===== src/rtl/byte_word_packer.sv =====
// Byte-to-word packer: collects BYTE_W-bit symbols over a valid/ready handshake
// and presents DATA_W-bit words (full or flushed partials) to a downstream register.
module byte_word_packer #(
    parameter int DATA_W    = 32,
    parameter int BYTE_W    = 8,
    parameter int LSB_FIRST = 1
) (
    input  logic              clk,
    input  logic              rst,
    input  logic [BYTE_W-1:0] in_data,
    input  logic              in_valid,
    output logic              in_ready,
    input  logic              flush,
    output logic [DATA_W-1:0] word_out,
    output logic              word_valid,
    input  logic              word_ready,
    output logic [2:0]        byte_cnt
);

    localparam int NB = DATA_W / BYTE_W;
    localparam int CW = (NB > 1) ? $clog2(NB) : 1;

    typedef enum logic {COLLECT, HOLD} state_t;

    state_t            state, state_nxt;
    logic [CW-1:0]     cnt, cnt_nxt;
    logic [DATA_W-1:0] buffer, buf_nxt, packed_buf, word_nxt;
    logic [2:0]        bc_nxt;
    logic [CW:0]       fill;
    logic              accept;
    logic              emit;

    assign in_ready = rst & (state == COLLECT);
    assign accept   = in_valid & in_ready;
    assign fill     = {1'b0, cnt} + (CW+1)'(accept);

    // Buffer contents as they would be after this cycle's byte (if any) lands.
    always_comb begin
        packed_buf = buffer;
        if (accept) begin
            if (LSB_FIRST != 0) begin
                for (int unsigned i = 0; i < NB; i++) begin
                    if (cnt == CW'(i))
                        packed_buf[i*BYTE_W +: BYTE_W] = in_data;
                end
            end else begin
                packed_buf = (buffer << BYTE_W) | DATA_W'(in_data);
            end
        end
    end

    // A word leaves on the last byte of a lane set, or on flush with anything pending.
    assign emit = (accept && (cnt == CW'(NB-1))) || (flush && (fill != '0));

    always_comb begin
        state_nxt = state;
        cnt_nxt   = cnt;
        buf_nxt   = buffer;
        word_nxt  = word_out;
        bc_nxt    = byte_cnt;
        case (state)
            COLLECT: begin
                if (emit) begin
                    word_nxt  = packed_buf;
                    bc_nxt    = 3'(fill);
                    cnt_nxt   = '0;
                    buf_nxt   = packed_buf;
                    state_nxt = HOLD;
                end else if (accept) begin
                    cnt_nxt = cnt + CW'(1);
                    buf_nxt = packed_buf;
                end
            end
            HOLD: begin
                if (word_ready) begin
                    buf_nxt   = '0;
                    state_nxt = COLLECT;
                end
            end
            default: state_nxt = COLLECT;
        endcase
    end

    always_ff @(posedge clk or negedge rst) begin
        if (!rst) begin
            state      <= COLLECT;
            cnt        <= '0;
            buffer     <= '0;
            word_out   <= '0;
            word_valid <= 1'b0;
            byte_cnt   <= '0;
        end else begin
            state      <= state_nxt;
            cnt        <= cnt_nxt;
            buffer     <= buf_nxt;
            word_out   <= word_nxt;
            word_valid <= (state_nxt == HOLD);
            byte_cnt   <= bc_nxt;
        end
    end

endmodule


===== config.mk =====
export PLATFORM = sky130hd
export DESIGN_NAME = byte_word_packer
export DESIGN_NICKNAME = d
export VERILOG_FILES = /design/src/rtl/byte_word_packer.sv
export SDC_FILE = /design/constraint.sdc
export NUM_CORES = 1
export LEC_CHECK = 0
export BUFFER_PORTS_ARGS = -buffer_cell sky130_fd_sc_hd__buf_2
export CORE_MARGIN = 1.5
export CORE_UTILIZATION = 43
export CTS_BUF_LIST = sky130_fd_sc_hd__clkbuf_4
export DETAILED_ROUTE_END_ITERATION = 6
export SLEW_MARGIN = 0
export SYNTH_ARGS = -nofsm -noshare
export SYNTH_HDL_FRONTEND = slang
export SYNTH_SLANG_ARGS = --single-unit

===== constraint.sdc =====
create_clock -name clk -period 4.95 [get_ports clk]
set_clock_uncertainty 0.1 [all_clocks]
set_input_delay 1.2375 -clock clk [delete_from_list [all_inputs] [get_ports clk]]
set_output_delay 1.2375 -clock clk [all_outputs]
set_load 0.01 [all_outputs]

# Word level (Yosys, flattened, before mapping)
# Cells that the tools add are included.
# Widths: inputs -> output; s select.
dict set report totals {
  register_bits 70
  inputBits 13
  output_inout_bits 37
}
dict set report op_classes {
  n_addsub 2
  eq_ne 5
  mux 14
  bitwise 3
  n_reduce_logical 9
}
# cell count
set ops {}
lappend ops {{$mux 32} 4}
lappend ops {{$pmux 32 s2} 1}
lappend ops {{$mux 8} 4}
lappend ops {{$reduce_and 2->1} 3}
lappend ops {{$eq 2x2->1 const B} 2}
lappend ops {{$mux 2} 2}
lappend ops {{$add 2x1->3} 1}
lappend ops {{$ne 3x3->1 const B} 1}
lappend ops {{$reduce_bool 3->1} 1}
lappend ops {{$add 2x1->2 const B} 1}
lappend ops {{$and 1x1->1} 2}
lappend ops {{$eq 2x1->1 const B} 1}
lappend ops {{$logic_and 1x1->1} 2}
lappend ops {{$logic_not 2->1} 1}
lappend ops {{$mux 1} 2}
lappend ops {{$ne 2x2->1 const B} 1}
lappend ops {{$pmux 1 s2} 1}
lappend ops {{$reduce_bool 2->1} 1}
lappend ops {{$logic_or 1x1->1} 1}
lappend ops {{$not 1->1} 1}

# Depth between registers and ports, before layout
dict set report logic_depth {
  ltp_word 9
  mapped_depth 9
  depth_no_buf 7
}

# Least setup slack after synthesis
# OpenSTA, ideal clock, no wires.
dict set report synth_timing {
  path_type {input-to-reg}
  from {in rst}
  to {reg word_out[23]}
  setup_ns 0.125
  arrival_ns 2.889
  required_ns 4.725
  slack_ns 1.836
  stages 8
  cell_sequence {nand3b_1 inv_1 ha_1 ha_1 o31ai_4 o21ai_4 buf_6 mux2_4}
}
dict set report synth_via {
  elab_chain_cells 7
}
# item line
set synth_rtl {}
lappend synth_rtl {{start: declaration} 9} ;# input logic rst,
lappend synth_rtl {{$and 1x1->1} 33} ;# assign in_ready = rst & (state == COLLECT);
lappend synth_rtl {{$and 1x1->1} 34} ;# assign accept = in_valid & in_ready;
lappend synth_rtl {{$add 2x1->3} 35} ;# assign fill = {1'b0, cnt} + (CW+1)'(accept);
lappend synth_rtl {{named net fill[1]} 29} ;# logic [CW:0] fill;
lappend synth_rtl {{$reduce_bool 3->1} 53} ;# assign emit = (accept && (cnt == CW'(NB-1))) || (flush && (fill != '0));
lappend synth_rtl {{$logic_and 1x1->1} 53}
lappend synth_rtl {{$logic_or 1x1->1} 53}
lappend synth_rtl {{$reduce_and 2->1 (no source line)} -}
lappend synth_rtl {{end signal: assignment} 96} ;# word_out <= word_nxt;
lappend synth_rtl {{end: declaration} 14} ;# output logic [DATA_W-1:0] word_out,
# The timed path passes the listed nets, and every way through them passes these cells.
# A chain may end at the register's enable or synchronous reset.

# Worst setup path in the final report
dict set report layout_timing {
  from {in rst}
  to {out in_ready}
}
dict set report layout_via {
  elab_chain_cells 1
}
# item line
set layout_rtl {}
lappend layout_rtl {{$and 1x1->1} 33}
lappend layout_rtl {{end: declaration} 12} ;# output logic in_ready,
# Every way passes these cells.

==> out/qor.txt <==
DRC: 0
Hold Crit Class: reg2reg
Top cell type's share of synthesized area: 54.8%
YS warnings: 0
Setup crit start: rst
Final Cycle Share: 75.0%
Most frequent cell after synthesis: dfrtp_1
Cell area after synthesis: 3190 um^2
Slowest-stage cell, CP: buf_4
Avg Inst Size Synth: 11.7 um^2
Min Hold Slack: 0.405 ns
Max Fclk: 269 MHz
Pleak: 1.86 nW
Top Family by Delay on Critical Path: buffers and inverters
CP bufs+invs: 3
Placed Area: 3490 um^2
Die height: 89.2 um
Clk sinks: 70
Largest net degree at the start of global routing: 77
Gate Count Post-Synth: 272
Vias: 2214
Net Sw Frac: 35.6%
DRT Pass-1 Iters: 4
Critical Path Fanout Max: 76
CTS tree: yes
Clk buf depth: 2
Cts hold-fix bufs: 0
Min Tclk post-route: 3.71 ns
Core Rows: 31
Reg2Reg Launch Point: state
WS Path Type: in2out
Global-route wire length before repair: 10800 um
Synth top area cells: dfrtp_1, mux2i_1, mux2_2
DR WL/cell: 16.2 um
DP HPWL: 4240 um
DRT antenna net count: 0
PortBufs: 49
Slew HR: 23.8%
NumNets Final: 336
Initial core utilization: 44.3%
Boundary Pins: 50
RSZ-0062 raised after global routing: no
Psw: 0.667 mW
Layout cells sized above 1: 26.4%
Worst-Margin Slew: 1.14 ns
Worst EP required: 3.61 ns
Area grow syn2layout: 14.1%
Die area: 7950 um^2
Die Wd: 89.2 um
Initial antenna violation count: 0
Max-slew violation count: 0
Via-per-instance ratio: 5.26
Commonest cells in the netlist: dfrtp_1, mux2i_1, inv_1, nand2_1, o22ai_1
Yosys reg bits: 70
Worst r2r path cells: 7
Setup TNS: 0 ns
Gp weighted congestion: 0.822
Final setup viols: 0
Max Cap Viol: 0
Top FF cell, synth: dfrtp_1
Register area share after synthesis: 54.8%
Status: completed
Number of library cell types mapped by synthesis: 31
Min-delay src: buffer[19]
Post-route design area: 3650 um^2
Root buf cell: clkbuf_4
Flop pwr share: 42.6%
Worst Setup End Kind: output port
Worst setup margin: 1.24 ns
Hold path cells: 1
Overall Global Routing Usage: 18.4%
Peak supply drop: 0.206 mV
Initial DRC count: 121
P per Cell Area: 514 nW/um^2
Core ar.: 7210 um^2
GR Overflow Total: 0
Clock power frac: 21.7%
Slowest stage delay, CP: 0.70 ns
Crit path launch type: input pin
Number of synthesized flops with an enable pin: 0
Pre-CTS WS: 1.08 ns
Vias in the first global route: 2129
Critical path data arrival time: 2.38 ns
Num CTS Buffers: 9
Final Hold Fails: 0
Comb pwr share: 35.7%
Post-CTS sizing: 0
N_diodes: 0
Skew-Pair Late Insertion Delay: 0.41 ns
Cell mode on critical path: buf_4
CTS clk-pin slew, worst paths: 0.10 ns
Cell Chain, Critical Path: buf_4, buf_4, nor2b_1, buf_2
WL final: 6820 um
Filler cells: 696
Crit. path cell count: 4
Ys async rst share: 100%
Setup bufs post-CTS: 0
Power Internal: 1.21 mW
Syn nets: 291
CTS H-tree depth: 3
Synth area leader: dfrtp_1
-- power by group through the flow --
stage / sequential (mW) / combinational (mW) / clock [mW]
floorplan: 0.847 / 0.433 / 0
global placement: 0.809 / 0.665 / 0
detailed placement: 0.811 / 0.676 / 0
CTS: 0.800 / 0.679 / 0.421
global route: 0.818 / 0.747 / 0.444
finish: 0.799 / 0.669 / 0.407
-- metal layers --
| layer | up-vias | global-route usage, % | routed length, um |
|---|---|---|---|
| li1 | 1067 | - | - |
| met1 | 1091 | 26.8 | 3270 |
| met2 | 50 | 27.1 | 3200 |
| met3 | 6 | 3.88 | 282 |
| met4 | 0 | 7.13 | 58 |
| met5 | - | 0 | 0 |
-- cells by family (layout without fill, tap and decap cells) --
| family | Yosys count | in the layout | share of synthesized area [%] |
|---|---|---|---|
| buffers and inverters | 40 | 90 | 5.60 |
| multiplexers | 52 | 52 | 16.9 |
| flip-flops | 70 | 70 | 54.8 |
| AND/OR/NAND/NOR | 40 | 40 | 6.23 |
| adder cells (fa/ha/maj) | 6 | 6 | 2.35 |
| AO/OA/AOI/OAI | 64 | 64 | 14.1 |
-- path summary, 6_finish.rpt --
check                               to  slack (ns)
setup / recovery              in_ready        1.24
hold / removal              buffer[19]        0.40
setup reg to reg           byte_cnt[1]        2.11
hold reg to reg             buffer[19]        0.40
max in group asynchronous        state        3.16
min in group asynchronous  byte_cnt[2]        0.96
-- sequential cells by signal, summed over array words and instances (netlist names) --
signal / count
buffer: 32
word_out: 32
byte_cnt: 3
cnt: 2
state: 1
-- layout make-up --
type / count / area [um^2] / share of cell area (%)
sequential: 70 / 1750 / 48.1
multi-input combinational: 162 / 1260 / 34.7
timing repair buffer: 51 / 263 / 7.21
tap: 99 / 124 / 3.40
inverter: 23 / 86.3 / 2.37
clock buffer: 11 / 82.6 / 2.26
clock inverter: 5 / 73.8 / 2.02
-- per-stage QoR --
step	utilization (%)	total power, mW	instances
3_3_place_gp	48.4	1.47	405
4_1_cts	50.5	1.90	421
3_5_place_dp	48.4	1.49	405
2_1_floorplan	-	1.28	272
6_report	50.5	1.88	421
5_1_grt	50.5	2.01	421
-- cell usage in the layout (no fill, tap or decap), drive strengths merged, types with 4 or more instances in the layout --
| cell type | netlist | layout |
|---|---|---|
| a22o | 12 | 12 |
| inv | 22 | 22 |
| clkinv | 1 | 4 |
| ha | 6 | 6 |
| o22ai | 20 | 20 |
| clkbuf | 7 | 11 |
| mux2i | 39 | 39 |
| a31oi | 8 | 8 |
| dfrtp | 70 | 70 |
| nand2 | 22 | 22 |
| nor2 | 8 | 8 |
| o21ai | 11 | 11 |
| buf | 10 | 51 |
| mux2 | 13 | 13 |
| a21oi | 8 | 8 |
(Power assumes the default switching activity.)
